$ cat src/rtl/norm_pkg.sv
// Shared definitions for the vector-norm path: sqrt FSM states, iteration count
// and the parameter-legality check used by the norm blocks.
package norm_pkg;

    typedef enum logic [1:0] {
        IDLE = 2'd0,
        CALC = 2'd1,
        DONE = 2'd2
    } sqrt_state_t;

    function automatic int sqrt_iter_count(input int width, input int frac, input int bpc);
        return ((width + frac) / 2) / bpc;
    endfunction

    function automatic bit sqrt_params_ok(input int width, input int frac, input int bpc);
        bit ok;
        ok = 1'b1;
        if (width < 8 || (width % 2) != 0)        ok = 1'b0;
        if (frac < 0 || frac > width)              ok = 1'b0;
        if ((frac % 2) != 0)                       ok = 1'b0;
        if (bpc != 1 && bpc != 2)                  ok = 1'b0;
        if ((((width + frac) / 2) % bpc) != 0)     ok = 1'b0;
        return ok;
    endfunction

endpackage

$ cat src/rtl/sqrt_step.sv
// One non-restoring square-root digit: shifts two radicand bits into the
// partial remainder, adds or subtracts the trial term and appends one root bit.
module sqrt_step #(
    parameter int RB = 24
) (
    input  logic [RB+1:0] rem_in,
    input  logic [RB-1:0] root_in,
    input  logic [1:0]    rad_bits,
    output logic [RB+1:0] rem_out,
    output logic [RB-1:0] root_out
);

    logic [RB+1:0] shifted;

    always_comb begin
        shifted = {rem_in[RB-1:0], rad_bits};
        // Negative remainder: add {root,11} instead of restoring.
        if (rem_in[RB+1])
            rem_out = shifted + {root_in, 2'b11};
        else
            rem_out = shifted - {root_in, 2'b01};
        root_out = {root_in[RB-2:0], ~rem_out[RB+1]};
    end

endmodule

$ cat src/rtl/sqrt_iter.sv
// Iterative fixed-point square root: floor(sqrt(DATA_IN)) in the same Q format,
// BPC root bits per cycle, valid/ready on both sides.
module sqrt_iter
    import norm_pkg::*;
#(
    parameter int WIDTH  = 32,
    parameter int FRAC   = 16,
    parameter int BPC    = 1,
    parameter int SIGNED = 0
) (
    input  logic             CLK,
    input  logic             RST,
    input  logic             IN_VALID,
    output logic             IN_READY,
    input  logic [WIDTH-1:0] DATA_IN,
    output logic             OUT_VALID,
    input  logic             OUT_READY,
    output logic [WIDTH-1:0] DATA_OUT,
    output logic             EXACT,
    output logic             ERR,
    output logic             BUSY
);

    localparam int RW   = WIDTH + FRAC;
    localparam int RB   = RW / 2;
    localparam int ITER = sqrt_iter_count(WIDTH, FRAC, BPC);
    localparam int CW   = $clog2(ITER + 1);

    if (!sqrt_params_ok(WIDTH, FRAC, BPC) || (SIGNED != 0 && SIGNED != 1)) begin : g_param_check
        $error("sqrt_iter: illegal WIDTH/FRAC/BPC/SIGNED combination");
    end

    sqrt_state_t   state;
    logic [RW-1:0] rad_q;
    logic [RB+1:0] rem_q;
    logic [RB-1:0] root_q;
    logic [CW-1:0] cnt_q;
    logic          err_q;

    logic [RB+1:0] rem_c  [BPC+1];
    logic [RB-1:0] root_c [BPC+1];
    logic [RB+1:0] rem_fix;

    assign rem_c[0]  = rem_q;
    assign root_c[0] = root_q;

    for (genvar i = 0; i < BPC; i++) begin : g_step
        sqrt_step #(.RB(RB)) u_step (
            .rem_in   (rem_c[i]),
            .root_in  (root_c[i]),
            .rad_bits (rad_q[RW-1-2*i -: 2]),
            .rem_out  (rem_c[i+1]),
            .root_out (root_c[i+1])
        );
    end

    // Last digit may leave a negative remainder; add {root,1} to get the true one.
    assign rem_fix = rem_c[BPC][RB+1] ? rem_c[BPC] + {1'b0, root_c[BPC], 1'b1} : rem_c[BPC];

    always_ff @(posedge CLK) begin
        if (!RST) begin
            state  <= IDLE;
            rad_q  <= '0;
            rem_q  <= '0;
            root_q <= '0;
            cnt_q  <= '0;
            err_q  <= 1'b0;
        end else begin
            case (state)
                IDLE: begin
                    if (IN_VALID) begin
                        rad_q  <= RW'(DATA_IN) << FRAC;
                        rem_q  <= '0;
                        root_q <= '0;
                        cnt_q  <= CW'(ITER - 1);
                        if (SIGNED != 0 && DATA_IN[WIDTH-1]) begin
                            err_q <= 1'b1;
                            state <= DONE;
                        end else begin
                            err_q <= 1'b0;
                            state <= CALC;
                        end
                    end
                end
                CALC: begin
                    rad_q  <= rad_q << (2 * BPC);
                    root_q <= root_c[BPC];
                    cnt_q  <= cnt_q - 1'b1;
                    if (cnt_q == '0) begin
                        rem_q <= rem_fix;
                        state <= DONE;
                    end else begin
                        rem_q <= rem_c[BPC];
                    end
                end
                DONE: begin
                    if (OUT_READY)
                        state <= IDLE;
                end
                default: state <= IDLE;
            endcase
        end
    end

    assign IN_READY  = (state == IDLE) && RST;
    assign OUT_VALID = (state == DONE);
    assign BUSY      = (state != IDLE);
    assign DATA_OUT  = (state == DONE && !err_q) ? WIDTH'(root_q) : '0;
    assign EXACT     = (state == DONE) && !err_q && (rem_q == '0);
    assign ERR       = (SIGNED != 0) && (state == DONE) && err_q;

endmodule

$ cat config.mk
export PLATFORM = sky130hd
export DESIGN_NAME = sqrt_iter
export DESIGN_NICKNAME = d
export VERILOG_FILES = /design/src/rtl/norm_pkg.sv /design/src/rtl/sqrt_step.sv /design/src/rtl/sqrt_iter.sv
export SDC_FILE = /design/constraint.sdc
export NUM_CORES = 1
export LEC_CHECK = 0
export CAP_MARGIN = 0
export CELL_PAD_IN_SITES_DETAIL_PLACEMENT = 1
export CELL_PAD_IN_SITES_GLOBAL_PLACEMENT = 2
export CORE_ASPECT_RATIO = 1.1
export CORE_MARGIN = 1
export CORE_UTILIZATION = 34
export DETAILED_ROUTE_END_ITERATION = 6
export HOLD_SLACK_MARGIN = 0.08
export PLACE_DENSITY_LB_ADDON = 0.1
export REMOVE_ABC_BUFFERS = 1
export SYNTH_ARGS = -nofsm -noshare
export SYNTH_HDL_FRONTEND = slang
export SYNTH_SLANG_ARGS = --single-unit
$ cat constraint.sdc
create_clock -name CLK -period 7.6 [get_ports CLK]
set_clock_uncertainty 0.05 [all_clocks]
set_input_delay 0.76 -clock CLK [delete_from_list [all_inputs] [get_ports CLK]]
set_output_delay 0.76 -clock CLK [all_outputs]
set_load 0.02 [all_outputs]
==> reports/metrics.cfg, run 1 <==
[final_layout]
nets = 980
final_cell_mix = nor2_1, dfxtp_1, a21oi_1
drive_above_1_share_pct = 4.56
final_cells = 1147
area_growth_pct = 16.6
layout_commonest_cell = nor2_1
antennaDiodeCount = 0

[setup_path]
start_kind = flip-flop
arrival_ns = 6.65
worstReg2RegStart = rem_q[25]$_SDFFE_PN0P_
cp_top_family = compound AO/OA/AOI/OAI gates
endpoint_kind = flip-flop
path_class = flip-flop to flip-flop
cp-endpoint = rem_q[23]$_SDFFE_PN0P_
cp_max_fo = 17
r2r_slack_ns = 1.18
slowest_delay_ns = 0.71
critical_path_depth = 24
crit_chain = buf_4, xnor2_1, ha_1, a211oi_1, nor2_1, o21ai_0, nand2b_1, a221oi_4, o21ai_1, xnor2_1, inv_1, ha_1, nor2b_1, o21a_1, o21ai_0, a211oi_1, o31a_1, o221a_2, a41oi_1, nor4b_1, nor4_1, nor3_1, a21oi_1, o21ai_0
ff2ff_path_depth = 24
r2r_end = rem_q[23]$_SDFFE_PN0P_
crit_buf_inv = 2
critPathLaunch = rem_q[25]$_SDFFE_PN0P_
cp.required_ns = 7.83
cpMostUsedCell = o21ai_0
slowest_stage = dfxtp_1

[power]
p_sw_share_pct = 50.7
power_density_nw_per_um2 = 525
p_switching_uw = 2050
p_total_uw = 4050
leakage_uw = 0.00314
ir_drop_mv = 0.174
pwr-share-seq_pct = 15.6
p_int_uw = 2000
p_comb_share_pct = 72.6
p_clk_share_pct = 11.8

[floorplanning]
die_x_um = 135
start_util_pct = 34.7
core_um2 = 19100
die_h_um = 148
ios = 73
row_count = 53
die-area_um2 = 20100

[yosys]
syn_inst = 862
synth-edff-count = 0
synth_compound_area_share_pct = 29.5
synthDistinctLibCells = 66
yosysWarnings = 0
syn-cell-area_um2 = 6630
synth.area.mux_share_pct = 0.453
yosys.area_share.simple_pct = 19.7
synth_xor_area_share_pct = 9.11
synthFlopType = dfxtp_1
syn_avg_cell_area_um2 = 7.69
synth_top_family_by_area = compound AO/OA/AOI/OAI gates
synth-seq-cells = 89
ys_seq_area_share_pct = 26.9
synth_fa_ha_area_share_pct = 9.25
async_reset_ff_share_pct = 0

[global_route]
overflow = 0
grt_usage_pct = 22.5
grt_max_degree = 63
first_global_vias = 6679
grt_pass1_wl_um = 35500
antenna_found_initial = 0

[worst_hold_path]
holdCritPathClass = flip-flop to flip-flop

[timing]
setup_viol = 0
finalHoldWorstSlack_ns = 0.439
period_minus_slack_ns = 6.42
slew_headroom_pct = 38.6
fin_crit_sh_pct = 84.5
maxSlewViolCount = 0
fmax_mhz = 156
timing.setup.tns_ns = 0
rsz0062_at_grt = no
hold_violations = 0
worst_pin_slew_ns = 0.921

[clocking]
cts.repair.resized = 0
post-cts-setup-buffers = 0
clock_latency_ns = 0.36
cts_tree = yes
cts_root_buf = clkbuf_16
cts_buffer_depth = 2
ctsHoldBuffers = 0
clock-sinks = 89
cts_buffers = 9
h-tree-depth = 3
clk_pin_slew_ns = 0.07

[status]
outcome = finished clean

[routing]
drtIter0Drc = 313
num_vias = 6539
avgViaCountPerCell = 5.70
dr.pass1.iters = 4
wire_per_inst_um = 19.2
final_antenna_net_count = 0
drc = 0
finalWirelength_um = 22000

[place]
gp_congestion = 0.879
dp.cells = 1131
port_buffers = 63
dp_hpwl_um = 15300

[run]
maxCapViolations = 0

[worst min-delay path, stage by stage (launching register included)]
cell and delay (ns):
dfxtp_1 0.33, nand2_1 0.06, a21oi_1 0.05
[layer usage]
layer  track usage, %  share of wire (%)  routed length, um
met5                0                  0                  0
met4             8.60                2.2                479
met3             2.18                2.4                526
met2             38.9                 48              10700
met1             28.7                 47              10400
[cells in the mapped netlist, drive strengths merged (12+ instances only)]
library cell	count	area (um^2)
ha	49	613
dfxtp	89	1780
nor2b	12	75.1
and3	32	200
xor2	18	158
nand2	73	274
nor2	102	383
o221ai	30	263
a21o	17	128
xnor2	51	447
clkbuf	45	169
a22oi	33	248
buf	15	103
a21oi	80	400
o21ai	74	374
inv	16	60.1
[how the worst min path moves through the flow]
stage	slack [ns]	to	cells past startpoint	startpoint
5_1_grt	0.49	rem_q[2]$_SDFFE_PN0P_	2	rem_q[2]$_SDFFE_PN0P_
3_5_place_dp	0.43	rem_q[2]$_SDFFE_PN0P_	2	rem_q[2]$_SDFFE_PN0P_
2_1_floorplan	0.40	rem_q[16]$_SDFFE_PN0P_	2	rem_q[16]$_SDFFE_PN0P_
3_3_place_gp	0.43	cnt_q[1]$_SDFFE_PN0P_	2	cnt_q[1]$_SDFFE_PN0P_
4_1_cts	0.44	rem_q[2]$_SDFFE_PN0P_	2	rem_q[2]$_SDFFE_PN0P_
6_report	0.44	rem_q[2]$_SDFFE_PN0P_	2	rem_q[2]$_SDFFE_PN0P_
[through the flow]
stage	util (%)	setup slack [ns]	area, um^2
after floorplan	-	1.77	6390
after global placement	38.9	1.50	7420
after detailed placement	38.9	1.23	7420
after CTS	40.5	1.21	7730
after global routing	40.5	0.690	7730
final	40.5	1.18	7730
[layout make-up]
type / instances / area, um^2
clock buffer: 11 / 243
clock inverter: 5 / 63.8
fill: 2316 / 11400
inverter: 17 / 63.8
multi-input combinational: 704 / 4560
sequential: 89 / 1780
tap: 247 / 309
timing repair buffer: 74 / 708
[sequential cells by signal, indices dropped and copies added, names as in the netlist]
register and count:
cnt_q 5, rem_q 26, root_q 24, rad_q 32
state 2
[cells by family after synthesis]
family	Yosys count
xor gates and xnor gates	69
muxes	3
and+or+nand+nor	279
buffers and inverters	77
other	1
DFF	89
adders and majority gates	49
AOI/OAI and AO/OA	295
[power groups by stage]
stage	Sequential, uW	Combinational (uW)	Clock [uW]
floorplan	616	2230	0
global placement	639	2860	0
detailed placement	641	2920	0
CTS	631	2940	495
global route	640	3270	510
finish	631	2940	479
Power figures use the tool's default switching activity.
==> inputs of run 2 (changes only) <==
==> constraint.sdc (replaced) <==
create_clock -name CLK -period 6 [get_ports CLK]
set_clock_uncertainty 0.05 [all_clocks]
set_input_delay 0.6 -clock CLK [delete_from_list [all_inputs] [get_ports CLK]]
set_output_delay 0.6 -clock CLK [all_outputs]
set_load 0.02 [all_outputs]
==> run 2 against run 1 <==
Net effect: fmax is 16% higher; non-clock buffer count grew 5; highest routed layer unchanged; combinational power increased by 30%; sequential cell count did not move; worst setup slack worse by 0.73 ns; global-route usage about the same; first-iteration DRC count decreased by 16%; clock-buffer cell count is 1 lower; power grew 28%.
==> reports/metrics.cfg, run 2 (synthesis results as in run 1) <==
[routing]
finalWirelength_um = 21900
wire_per_inst_um = 19.0
drc = 0
final_antenna_net_count = 0
dr.pass1.iters = 4
num_vias = 6526
avgViaCountPerCell = 5.66
drtIter0Drc = 263

[floorplanning]
die-area_um2 = 20100
ios = 73
die_h_um = 148
die_x_um = 135
start_util_pct = 34.7
core_um2 = 19100
row_count = 53

[run]
maxCapViolations = 0

[global_route]
grt_max_degree = 63
grt_pass1_wl_um = 35500
overflow = 0
first_global_vias = 6817
antenna_found_initial = 0
grt_usage_pct = 22.5

[setup_path]
critPathLaunch = rem_q[25]$_SDFFE_PN0P_
worstReg2RegStart = rem_q[25]$_SDFFE_PN0P_
slowest_stage = dfxtp_4
cp.required_ns = 6.18
cp-endpoint = rem_q[23]$_SDFFE_PN0P_
path_class = flip-flop to flip-flop
r2r_slack_ns = 0.45
cp_max_fo = 10
arrival_ns = 5.73
r2r_end = rem_q[23]$_SDFFE_PN0P_
crit_chain = xnor2_1, ha_1, a211oi_1, o21bai_1, a21o_1, a221o_1, a221oi_4, o21ai_1, xnor2_1, inv_1, ha_1, nor2b_1, o21a_1, o21ai_0, a211oi_1, o31a_1, o221a_2, a41oi_1, nor4b_2, o31a_1, nor3_1, a21oi_1, o21ai_0
endpoint_kind = flip-flop
ff2ff_path_depth = 23
slowest_delay_ns = 0.48
start_kind = flip-flop

[final_layout]
nFillCells = 2331
largestRegisters = rad_q x32, rem_q x26, root_q x24
final_cell_mix = nor2_1, dfxtp_1, a21oi_1
drive_above_1_share_pct = 5.41
nets = 985
area_growth_pct = 17.0
layout_commonest_cell = nor2_1
largest_register = rad_q
antennaDiodeCount = 0
largest_reg_flops = 32
final_cells = 1152

[timing]
hold_violations = 0
timing.setup.tns_ns = 0
rsz0062_at_grt = no
slew_headroom_pct = 31.1
fmax_mhz = 180
period_minus_slack_ns = 5.55
finalHoldWorstSlack_ns = 0.444
worst_pin_slew_ns = 1.03
setup_viol = 0
maxSlewViolCount = 0
fin_crit_sh_pct = 92.5

[clocking]
clock-sinks = 89
cts_buffers = 9
h-tree-depth = 3
post-cts-setup-buffers = 0
clk_pin_slew_ns = 0.07
cts_root_buf = clkbuf_16
cts_buffer_depth = 2
ctsHoldBuffers = 0
cts_tree = yes
cts.repair.resized = 0
clock_latency_ns = 0.36

[place]
gp_congestion = 0.850
dp_hpwl_um = 15500
dp.cells = 1136
port_buffers = 63

[power]
pwr-share-seq_pct = 15.5
p_sw_share_pct = 50.7
power_density_nw_per_um2 = 667
p_int_uw = 2550
leakage_uw = 0.00315
p_total_uw = 5180
p_comb_share_pct = 73.7
p_clk_share_pct = 10.8
p_switching_uw = 2620
ir_drop_mv = 0.221

[status]
outcome = finished clean

[worst_hold_path]
holdCritPathClass = flip-flop to flip-flop

run 2: layout make-up:
cell class | count | area, um^2 | area share [%]
inverters | 17 | 63.8 | 0.823
clock buffers | 10 | 229 | 2.95
multi-input cells | 704 | 4570 | 58.9
well taps | 247 | 309 | 3.98
flip-flops and latches | 89 | 1790 | 23.0
repair buffers | 79 | 749 | 9.66
clock inverters | 6 | 50.0 | 0.645
run 2: layer usage:
layer	up-vias	routed length, um	global-route usage (%)
met4	0	302	6.07
met2	98	10800	39.6
met1	3190	10000	28.5
met5	-	0	0
li1	3217	-	-
met3	21	731	3.07
run 2: worst min-delay path by stage:
stage	startpoint	endpoint	slack, ns	cells after the start
after floorplan	rem_q[16]$_SDFFE_PN0P_	rem_q[16]$_SDFFE_PN0P_	0.40	2
after global placement	cnt_q[1]$_SDFFE_PN0P_	cnt_q[1]$_SDFFE_PN0P_	0.43	2
after detailed placement	rem_q[2]$_SDFFE_PN0P_	rem_q[2]$_SDFFE_PN0P_	0.43	2
after CTS	rem_q[2]$_SDFFE_PN0P_	rem_q[2]$_SDFFE_PN0P_	0.45	2
after global routing	rem_q[15]$_SDFFE_PN0P_	rem_q[15]$_SDFFE_PN0P_	0.48	2
final	rem_q[2]$_SDFFE_PN0P_	rem_q[2]$_SDFFE_PN0P_	0.44	2
run 2: power by group through the flow:
stage	clock network, uW	logic [uW]	registers (uW)
after floorplan	0	2830	780
after global placement	0	3690	812
after detailed placement	0	3770	814
after CTS	579	3800	802
after global routing	599	4240	816
final	561	3810	802
run 2: worst max-delay path: cells and delay by family, from the launching register on:
kind,cells,cell delay (ns)
compound gates,15,3.28
fa+ha+maj,2,0.68
simple gates,3,0.51
flops,1,0.48
xor+xnor,2,0.32
buf+inv,1,0.09
run 2: metrics by stage:
step                util (%)  setup slack (ns)  area (um^2)
global route            40.6            0.0336         7760
finish                  40.6             0.452         7760
floorplan                  -             0.169         6390
CTS                     40.5            0.0178         7740
global placement        39.1             0.193         7460
detailed placement      39.1            0.0370         7460
==> inputs of run 3 (changes only) <==
--- a/config.mk
+++ b/config.mk
@@ -10,7 +10,8 @@
 export CELL_PAD_IN_SITES_GLOBAL_PLACEMENT = 2
 export CORE_ASPECT_RATIO = 1.1
 export CORE_MARGIN = 1
-export CORE_UTILIZATION = 34
+export CORE_UTILIZATION = 35
+export CTS_BUF_LIST = sky130_fd_sc_hd__clkbuf_4
 export DETAILED_ROUTE_END_ITERATION = 6
 export HOLD_SLACK_MARGIN = 0.08
 export PLACE_DENSITY_LB_ADDON = 0.1
==> run 3 against run 2 <==
Net effect: cell count decreased by 0.26%; power decreased by 4.0%; sequential power about the same; first-iteration DRC count decreased by 4.6%; register-to-register slack improved by 0.12 ns; critical path type unchanged; largest power group unchanged.
==> reports/metrics.cfg, run 3 (synthesis results as in run 1) <==
[setup_path]
ff2ff_path_depth = 22
r2r_end = rem_q[24]$_SDFFE_PN0P_
slowest_stage = or4b_2
cp_top_family = compound AO/OA/AOI/OAI gates
crit_chain = xnor2_1, ha_1, a211oi_1, o21bai_1, a21o_1, a221o_1, a21oi_1, nor2b_1, o21a_1, o211ai_1, nor2b_1, o21ai_0, xor2_1, ha_1, a21o_1, a21oi_1, nor2_1, nor2_1, or4b_2, o21ai_0, mux2i_1, nor4_1
path_class = flip-flop to flip-flop
endpoint_kind = flip-flop
crit_buf_inv = 0
cp.required_ns = 6.35
slowest_delay_ns = 0.58
r2r_slack_ns = 0.57
worstReg2RegStart = rem_q[25]$_SDFFE_PN0P_
cp_max_fo = 10
start_kind = flip-flop
arrival_ns = 5.77

[clocking]
cts_root_buf = clkbuf_4
ctsHoldBuffers = 0
cts_buffer_depth = 2
clock_latency_ns = 0.49
h-tree-depth = 3
clock-sinks = 89
clk_pin_slew_ns = 0.16
cts_buffers = 9
cts_tree = yes

[power]
p_sw_share_pct = 52.7
p_int_uw = 2350
p_clk_share_pct = 6.8
p_switching_uw = 2620
leakage_uw = 0.00308
p_total_uw = 4970
ir_drop_mv = 0.254
p_comb_share_pct = 77.1
pwr-share-seq_pct = 16.2
power_density_nw_per_um2 = 654

[run]
maxCapViolations = 0

[timing]
fmax_mhz = 184
timing.setup.tns_ns = 0
hold_violations = 0
fin_crit_sh_pct = 90.4
layout_setup_ws_ns = 0.574
period_minus_slack_ns = 5.43
slew_headroom_pct = 33.1
maxSlewViolCount = 0
rsz0062_at_grt = no
setup_viol = 0
worst_pin_slew_ns = 1.00

[floorplanning]
start_util_pct = 35.9
die_x_um = 133
row_count = 52
die_h_um = 146
ios = 73
core_um2 = 18500
die-area_um2 = 19500

[global_route]
first_global_vias = 6872
overflow = 0
grt_usage_pct = 23.2
grt_max_degree = 63
antenna_found_initial = 1
grt_pass1_wl_um = 36100

[final_layout]
largest_register = rad_q
largestRegisters = rad_q x32, rem_q x26, root_q x24
final_area_um2 = 7590
final_cell_mix = nor2_1, dfxtp_1, a21oi_1
nets = 985
layout_commonest_cell = nor2_1
final-seq-area_um2 = 1790
final_core_util_pct = 41.1
nFillCells = 2261
multi_input_area_um2 = 4570
area_growth_pct = 14.5
largest_reg_flops = 32
drive_above_1_share_pct = 5.52

[place]
port_buffers = 63
dp_hpwl_um = 15700
gp_congestion = 0.874
place_ws_ns = -0.00355
placed_cell_area_um2 = 7450

[routing]
wire_per_inst_um = 19.2
finalWirelength_um = 22000
avgViaCountPerCell = 5.72
drc = 0
num_vias = 6573
drtIter0Drc = 251
dr.pass1.iters = 4
final_antenna_net_count = 0

[status]
outcome = finished clean

[worst_hold_path]
hp-start = rem_q[2]$_SDFFE_PN0P_
holdPathStages = 2
hold_path_end = rem_q[2]$_SDFFE_PN0P_
holdCritPathClass = flip-flop to flip-flop

==> run 3: repair_timing <==
| action | 4_1_cts | 5_1_grt |
|---|---|---|
| setup buffers | 0 | 0 |
| gates resized for setup | 1 | 5 |
| setup endpoints to repair | 1 | 4 |
==> run 3: area by class of cell <==
| type | instances | area share, % |
|---|---|---|
| multi-input cells | 704 | 60.2 |
| clock buffers | 10 | 0.989 |
| inverters | 17 | 0.840 |
| clock inverters | 6 | 0.560 |
| flip-flops and latches | 89 | 23.5 |
| well taps | 243 | 4.00 |
| diodes | 1 | 0.0330 |
| repair buffers | 79 | 9.87 |
==> run 3: stage by stage <==
step / hold WS (ns) / std cells
after floorplan: 0.404 / 810
after global placement: 0.430 / 1132
after detailed placement: 0.445 / 1132
after CTS: 0.466 / 1148
after global routing: 0.496 / 1149
final: 0.461 / 1149
==> run 3: worst max-delay path by stage <==
stage	startpoint	endpoint	slack, ns	depth (start not counted)
floorplan	rem_q[25]$_SDFFE_PN0P_	rem_q[23]$_SDFFE_PN0P_	0.17	23
global placement	rem_q[25]$_SDFFE_PN0P_	rem_q[23]$_SDFFE_PN0P_	0.19	23
detailed placement	rem_q[25]$_SDFFE_PN0P_	rem_q[23]$_SDFFE_PN0P_	-0.004	23
CTS	rem_q[25]$_SDFFE_PN0P_	rem_q[23]$_SDFFE_PN0P_	0.21	23
global route	rem_q[25]$_SDFFE_PN0P_	rem_q[23]$_SDFFE_PN0P_	0.05	23
finish	rem_q[25]$_SDFFE_PN0P_	rem_q[24]$_SDFFE_PN0P_	0.57	22
==> run 3: power groups by stage <==
stage	Clock (uW)	Sequential (uW)	Combinational (uW)
final	336	803	3830
after global routing	373	815	4260
after CTS	349	801	3810
after detailed placement	0	812	3780
after global placement	0	809	3680
after floorplan	0	780	2830
==> run 3: metal layers <==
layer / wire length, um / GRT usage (%)
met5: 0 / 0
met4: 400 / 8.01
met3: 673 / 2.57
met2: 10600 / 40.1
met1: 10300 / 29.9
==> run 3: tightest hold or removal path, stage by stage, from the launching register on <==
cell,delay (ns)
dfxtp_1,0.37
nand2_1,0.06
a21oi_1,0.05
